File: src/rtl/approx_sub_pkg.sv
// Shared types and per-bit full-subtractor cell functions for serial_approx_sub.
package approx_sub_pkg;

  typedef enum logic [1:0] {
    IDLE,
    RUN,
    DONE
  } state_e;

  // Approximate cell: no borrow propagation out of the low positions
  function automatic logic approx_fs_d(input logic x, input logic y, input logic bin);
    return (x | y) & ~bin;
  endfunction

  function automatic logic exact_fs_d(input logic x, input logic y, input logic bin);
    return x ^ y ^ bin;
  endfunction

  function automatic logic exact_fs_b(input logic x, input logic y, input logic bin);
    return (~x & y) | (~x & bin) | (y & bin);
  endfunction

endpackage

File: src/rtl/serial_approx_sub_fs_cell.sv
// Combinational one-bit full-subtractor cell, exact or approximate per approx_i.
module fs_cell
  import approx_sub_pkg::*;
(
  input  logic x_i,
  input  logic y_i,
  input  logic bin_i,
  input  logic approx_i,
  output logic d_o,
  output logic bout_o
);

  always_comb begin
    if (approx_i) begin
      d_o    = approx_fs_d(x_i, y_i, bin_i);
      bout_o = 1'b0;
    end else begin
      d_o    = exact_fs_d(x_i, y_i, bin_i);
      bout_o = exact_fs_b(x_i, y_i, bin_i);
    end
  end

endmodule

File: src/rtl/serial_approx_sub.sv
// Bit-serial approximate subtractor, LSB first, one bit per clock.
// Define APPROX_SUB_ERR_EN to add a shadow exact chain and the err_dist output.
module serial_approx_sub
  import approx_sub_pkg::*;
#(
  parameter int unsigned WIDTH       = 8,
  parameter int unsigned APPROX_BITS = 3
) (
  input  logic             clk,
  input  logic             rst_n,
  input  logic             in_valid,
  output logic             in_ready,
  input  logic [WIDTH-1:0] in1,
  input  logic [WIDTH-1:0] in2,
  output logic             out_valid,
  input  logic             out_ready,
  output logic [WIDTH:0]   diff
`ifdef APPROX_SUB_ERR_EN
  ,
  output logic [WIDTH:0]   err_dist
`endif
);

  localparam int unsigned IDXW = (WIDTH > 1) ? $clog2(WIDTH) : 1;
  // Bit i set selects the approximate cell at position i
  localparam logic [WIDTH:0] APPROX_MASK =
    ({{WIDTH{1'b0}}, 1'b1} << APPROX_BITS) - {{WIDTH{1'b0}}, 1'b1};

  state_e           state_q, state_d;
  logic [WIDTH-1:0] a_q, a_d;
  logic [WIDTH-1:0] b_q, b_d;
  logic [IDXW-1:0]  idx_q, idx_d;
  logic             borrow_q, borrow_d;
  logic [WIDTH:0]   diff_q, diff_d;
  logic             cell_diff, cell_bout;
  logic             approx_sel;
  logic             last_bit;

  assign approx_sel = APPROX_MASK[idx_q];
  assign last_bit   = (idx_q == IDXW'(WIDTH - 1));
  assign diff       = diff_q;

  fs_cell u_cell (
    .x_i      (a_q[idx_q]),
    .y_i      (b_q[idx_q]),
    .bin_i    (borrow_q),
    .approx_i (approx_sel),
    .d_o      (cell_diff),
    .bout_o   (cell_bout)
  );

`ifdef APPROX_SUB_ERR_EN
  logic [WIDTH:0] exact_q, exact_d;
  logic [WIDTH:0] err_q, err_d;
  logic           shb_q, shb_d;
  logic           shd_diff, shd_bout;

  assign err_dist = err_q;

  fs_cell u_shadow (
    .x_i      (a_q[idx_q]),
    .y_i      (b_q[idx_q]),
    .bin_i    (shb_q),
    .approx_i (1'b0),
    .d_o      (shd_diff),
    .bout_o   (shd_bout)
  );
`endif

  always_comb begin
    state_d   = state_q;
    a_d       = a_q;
    b_d       = b_q;
    idx_d     = idx_q;
    borrow_d  = borrow_q;
    diff_d    = diff_q;
    in_ready  = 1'b0;
    out_valid = 1'b0;
`ifdef APPROX_SUB_ERR_EN
    exact_d   = exact_q;
    shb_d     = shb_q;
    err_d     = err_q;
`endif
    unique case (state_q)
      IDLE: begin
        in_ready = 1'b1;
        if (in_valid) begin
          a_d      = in1;
          b_d      = in2;
          idx_d    = '0;
          borrow_d = 1'b0;
`ifdef APPROX_SUB_ERR_EN
          shb_d    = 1'b0;
`endif
          state_d  = RUN;
        end
      end
      RUN: begin
        diff_d[idx_q] = cell_diff;
        borrow_d      = cell_bout;
        idx_d         = idx_q + 1'b1;
`ifdef APPROX_SUB_ERR_EN
        exact_d[idx_q] = shd_diff;
        shb_d          = shd_bout;
`endif
        if (last_bit) begin
          diff_d[WIDTH] = cell_bout;
          idx_d         = '0;
          state_d       = DONE;
`ifdef APPROX_SUB_ERR_EN
          // Distance is formed from the completed next-state words so it is valid with out_valid
          exact_d[WIDTH] = shd_bout;
          err_d = (exact_d > diff_d) ? (exact_d - diff_d) : (diff_d - exact_d);
`endif
        end
      end
      DONE: begin
        out_valid = 1'b1;
        if (out_ready) begin
          state_d = IDLE;
        end
      end
      default: state_d = IDLE;
    endcase
  end

  always_ff @(posedge clk) begin
    if (!rst_n) begin
      state_q  <= IDLE;
      a_q      <= '0;
      b_q      <= '0;
      idx_q    <= '0;
      borrow_q <= 1'b0;
      diff_q   <= '0;
`ifdef APPROX_SUB_ERR_EN
      exact_q  <= '0;
      shb_q    <= 1'b0;
      err_q    <= '0;
`endif
    end else begin
      state_q  <= state_d;
      a_q      <= a_d;
      b_q      <= b_d;
      idx_q    <= idx_d;
      borrow_q <= borrow_d;
      diff_q   <= diff_d;
`ifdef APPROX_SUB_ERR_EN
      exact_q  <= exact_d;
      shb_q    <= shb_d;
      err_q    <= err_d;
`endif
    end
  end

endmodule

File: config.mk
export PLATFORM = sky130hd
export DESIGN_NAME = serial_approx_sub
export DESIGN_NICKNAME = d
export VERILOG_FILES = /design/src/rtl/approx_sub_pkg.sv /design/src/rtl/serial_approx_sub_fs_cell.sv /design/src/rtl/serial_approx_sub.sv
export SDC_FILE = /design/constraint.sdc
export NUM_CORES = 1
export LEC_CHECK = 0
export BUFFER_PORTS_ARGS = -buffer_cell sky130_fd_sc_hd__buf_4
export CAP_MARGIN = 20
export CELL_PAD_IN_SITES_DETAIL_PLACEMENT = 0
export CELL_PAD_IN_SITES_GLOBAL_PLACEMENT = 1
export CORE_AREA = 2 2 63 65
export CTS_BUF_LIST = sky130_fd_sc_hd__clkbuf_4
export DETAILED_ROUTE_END_ITERATION = 12
export DIE_AREA = 0 0 65 67
export HOLD_SLACK_MARGIN = 0.02
export PLACE_DENSITY_LB_ADDON = 0.1
export SLEW_MARGIN = 0
export SYNTH_ARGS = -nofsm -noshare
export SYNTH_HDL_FRONTEND = slang
export SYNTH_SLANG_ARGS = --single-unit
File: constraint.sdc
create_clock -name clk -period 3.5 [get_ports clk]
set_clock_uncertainty 0.2 [all_clocks]
set_input_delay 0.175 -clock clk [delete_from_list [all_inputs] [get_ports clk]]
set_output_delay 0.175 -clock clk [all_outputs]
set_load 0.01 [all_outputs]
; Yosys cells after proc, flatten, opt, wreduce, memory -nomap -nowiden
; Memories as Yosys holds them, arrays and structs flattened. A register that Yosys moved wholly into a read port is not among the register bits.
; Index checks and enable logic that the tools add are counted.
[op_classes]
addsub = 1
magnitude_cmp = 3
eq_ne = 6
mux = 24
n_bitwise = 11
n_reduce_logical = 6
[op_table]
columns = op, count
row1 = 3-bit 2-to-1 mux, 4
row2 = 1-bit 2-to-1 mux, 10
row3 = 9-bit bitwise mux, 1
row4 = 1-bit binary-select mux with 3-bit select, 2
row5 = 2-bit 2-to-1 mux, 3
row6 = 2-bit != test (second input constant), 3
row7 = 2-bit one-hot mux with 3 select lines, 1
row8 = 3-bit one-hot mux with 2 select lines, 1
row9 = 3-bit by 5-bit < comparator with 1-bit output (second input constant), 1
row10 = 1-bit bitwise AND, 4
row11 = 3-bit by 4-bit < comparator with 1-bit output (second input constant), 1
row12 = 2-bit AND reduction, 2
row13 = 3-bit by 1-bit adder with 3-bit output (second input constant), 1
row14 = 1-bit demux with 3-bit select, 1
row15 = 3-bit equality test (second input constant), 1
row16 = 3-bit by 1-bit greater-or-equal comparator with 1-bit output (second input constant), 1
row17 = 1-bit bitwise OR, 3
row18 = 3-bit AND reduction, 1
row19 = 2-bit by 1-bit equality test with 1-bit output (second input constant), 1
row20 = 2-bit equality test (second input constant), 1
row21 = 2-bit logical NOT, 1
row22 = 1-bit inverter, 2
row23 = 1-bit one-hot mux with 2 select lines, 1
row24 = 2-bit nonzero test, 1
row25 = 2 further kinds, 3
[totals]
reg_bits = 31
mem_bits_ro = 8
inputBits = 20
word_cells = 58
n_memories = 1
[memory_table]
columns = memory, words, width, rd, rd_clocked_by_memory_dff, write_ports, line_no
row1 = (no name shown), 8, 1, 1, 1, 0, serial_approx_sub.sv:39  ; assign approx_sel = APPROX_MASK[idx_q];

; Depth between registers and ports, before layout
[logic_depth]
word_depth = 8
depth_mapped = 8

; Cells and area by module
; Synthesis repeated with hierarchy kept, for this count alone.
[unflattened]
cells_unflattened = 186
area_unflattened_um2 = 1560.2
[modules_own_cells]
columns = module, n_inst, cells_each, area_per_inst_um2, seq_area_each_um2
row1 = serial_approx_sub, 1, 178, 1493.9, 640.6
row2 = fs_cell, 1, 8, 66.3, 0.0

; Worst setup path before layout
; OpenSTA, ideal clock, no wires.
[synth_path]
path_type = flip-flop to flip-flop
start = reg idx_q[0]
end = reg diff_q[4] (netlist: diff[4])
setup_time_ps = 136
arrival_time_ps = 2270
slack_ps = 893
path_stages_with_launch = 9
n_path_buf = 1
synth_period_minus_slack_ps = 2607
cell_sequence = dfxtp_1 -> buf_2 -> mux4_2 -> nand2_1 -> nand2_1 -> fa_1 -> or2_2 -> a21oi_2 -> a311oi_1
[synth_between]
elab_chain_len = 6
elab_cells_between_ends = 15
classes_between = order compare (2) / mux (8) / bitwise (4) / reduce/logical (1)
[synth_lines]
columns = item, line_no
row1 = start: declaration, serial_approx_sub.sv:32  ; logic [IDXW-1:0] idx_q, idx_d;
row2 = start signal: assignment, serial_approx_sub.sv:144  ; idx_q <= idx_d;
row3 = branches (longest 5 deep; another with 3-bit by 5-bit < comparator with 1-bit output), n/a
row4 = 9-bit bitwise mux (*), serial_approx_sub.sv:99  ; diff_d[idx_q] = cell_diff;
row5 = end signal: assignment, serial_approx_sub.sv:146  ; diff_q <= diff_d;
row6 = end: declaration, serial_approx_sub.sv:34  ; logic [WIDTH:0] diff_q, diff_d;
; Every way passes the cells marked *. The select of a mux whose other input is x is not followed.
; A chain may end at the register's enable or synchronous reset.

; Worst setup path in the final report
[layout_path]
start = reg idx_q[2]
end = reg diff_q[4] (netlist: diff[4])
; The elaborated chain is that of the path after synthesis.

==> impl_metrics.yaml <==
routing:
  vias_per_cell: 5.09
  remaining_drc_errors: 0
  dr_total_vias: 1318
  totalWireLength_mm: 3.36
  drt-pass1-iter-count: 4
  ant_nets: 0
  drt_iter0_markers: 94
  wl_per_cell_um: 13.0
setup_path:
  path_class: "reg2reg"
  r2r_start: "idx_q[2]"
  critPathLaunchType: "register"
  crit_fanout: 13
  crit_start: "idx_q[2]"
  required_ps: 3490
  endpoint_kind: "register"
  cp.arrival_ps: 2950
cts:
  cts_tree: "built"
  cts_max_level: 2
  cts.clk_slew.worst_paths_ps: 100
  cts-resized-gates: 0
  holdBufCountCts: 18
  cts_setup_buffers: 0
  clock_latency_ps: 340
  cts_buffer_depth: 2
  cts_root_buffer: "clkbuf_4"
  cts_sinks: 32
  numCtsBuffers: 5
synthesis:
  syn_nets: 190
  ys_warn_count: 0
  ys_ff_latch: 32
  yosysTopAreaCell: "dfxtp_1"
  synth_most_common_cell: "nand2_1"
  synth_top_cells_by_count: "37 x nand2_1, 32 x dfxtp_1, 24 x a21oi_1"
  synthTopCellsByArea: "dfxtp_1 44%, nand2_1 9.5%, a21oi_1 8.2%"
  synth_flop_cell: "dfxtp_1"
  ys_seq_area_share_pct: 43.6
  synthArstFlopShare_pct: 0
  synth.distinct_cells: 35
  synth_area_um2: 1470
  synth_cells: 166
  synth_top_area_share_pct: 43.6
  synth_area_per_cell_um2: 8.84
  synth_edf_count: 0
sta:
  relSlewSlack_pct: 41.6
  tightest_slew_ps: 875
  finalSetupViolCount: 0
  finalSetupTns_ps: 0
  fmax_mhz: 337
  hold_viol: 0
  maxSlewViolCount: 0
  post-route-period-util_pct: 84.7
  grt_setup_unrepaired: "no"
  period_needed_ps: 2960
global_route:
  grt-ovfl-total: 0
  grt_usage_pct: 17.6
  grt_max_degree: 30
  grt_pass1_wl_mm: 5.76
  grt_pass1_vias: 1282
  antenna_found_initial: 0
floorplan:
  initial_core_util_pct: 40.7
  die_area_um2: 4360
  ios: 31
  rows: 22
  core-area_um2: 3610
  fp.dieW_um: 65
  fp.dieH_um: 67
place:
  portBuffers: 30
  dp_hpwl_mm: 2.32
  gp_congestion: 0.805
  dp.cells: 233
finish:
  drive_above_1_share_pct: 22.3
  fin_cells: 259
  syn2layout_area_growth_pct: 32.4
  n_antenna_cell: 0
  nNetsFinal: 234
power_and_ir_drop:
  peakVddDrop_uv: 280
  p_per_area_nw_per_um2: 403
  p_leak_uw: 0.000776
min_path:
  min_from: "in_valid"
  min_path_type: "in2reg"
outcome:
  outcome: "complete, no violations"
run:
  drv_cap: 0
## worst max-delay path: stages (launching register included)
cell and delay [ps]:
dfxtp_1 620, nor2b_1 470, a22oi_1 170, o221a_2 170, fa_1 420, or2_2 310, a21oi_2 320, a311oi_1 140
## area by class of cell
cell class                      count  area (um^2)
Fill cell                         360         1660
Multi-Input combinational cell    118          734
Sequential cell                    32          641
Timing Repair Buffer               49          413
Tap cell                           48         60.1
Clock buffer                        6         45.0
Clock inverter                      2         35.0
Inverter                            4         15.0
## layer usage
metal,global-route usage [%],vias up,part of all wire [%]
li1,-,671,-
met5,0,-,0
met1,19.3,610,44
met3,5.07,8,4.6
met2,31.3,29,49
met4,8.24,0,2.4
## logic make-up after synthesis
group | share of synthesized area (%)
buffers and inverters | 6.31
AO/OA/AOI/OAI | 20.7
adder cells (fa/ha/maj) | 3.92
flip-flops | 43.6
AND/OR/NAND/NOR | 20.8
multiplexers | 4.60
## through the flow
step | setup slack, ps | hold slack, ps | instance area [um^2] | utilization, % | total power, uW
after floorplan | 893 | 96.7 | 1470 | - | 461
after global placement | 656 | 222 | 1680 | 46.7 | 489
after detailed placement | 568 | 232 | 1680 | 46.7 | 491
after CTS | 557 | 118 | 1940 | 53.9 | 789
after global routing | 376 | 134 | 1940 | 53.9 | 819
final | 535 | 118 | 1940 | 53.9 | 782
## power breakdown
part | internal [uW] | switching, uW | leakage, uW
Clock | 157 | 128 | 0.0000456
Sequential | 379 | 13.5 | 0.000261
Combinational | 56.0 | 48.2 | 0.000469
Total | 593 | 190 | 0.000776
## path summary, 6_finish.rpt
kind	depth (start not counted)	slack, ps	to
hold reg to reg	2	260	a_q[2]
setup / recovery	7	540	diff[4]
setup reg to reg	7	540	diff[4]
hold / removal	4	120	b_q[7]
## placed cells by master (no fill, tap or decap), drive strengths merged, types with 2 or more instances in the layout
cell and count:
a31oi 3, dlygate4sd3 18, buf 31, a311oi 7, o21ai 2, dfxtp 32
a22oi 3, clkbuf 6, nor3b 3, nor2 6, ha 3, mux2 2
nand2 37, inv 4, nor2b 3, mux4 2, and3 2, and2 5
a21oi 25, a2bb2oi 2, nand2b 2
## registers in the layout, indices dropped and copies added (netlist names)
register,flops
idx_q,3
borrow_q,1
a_q,8
approx_sel,1
b_q,8
state_q,2
diff,9
Power figures use the tool's default switching activity.
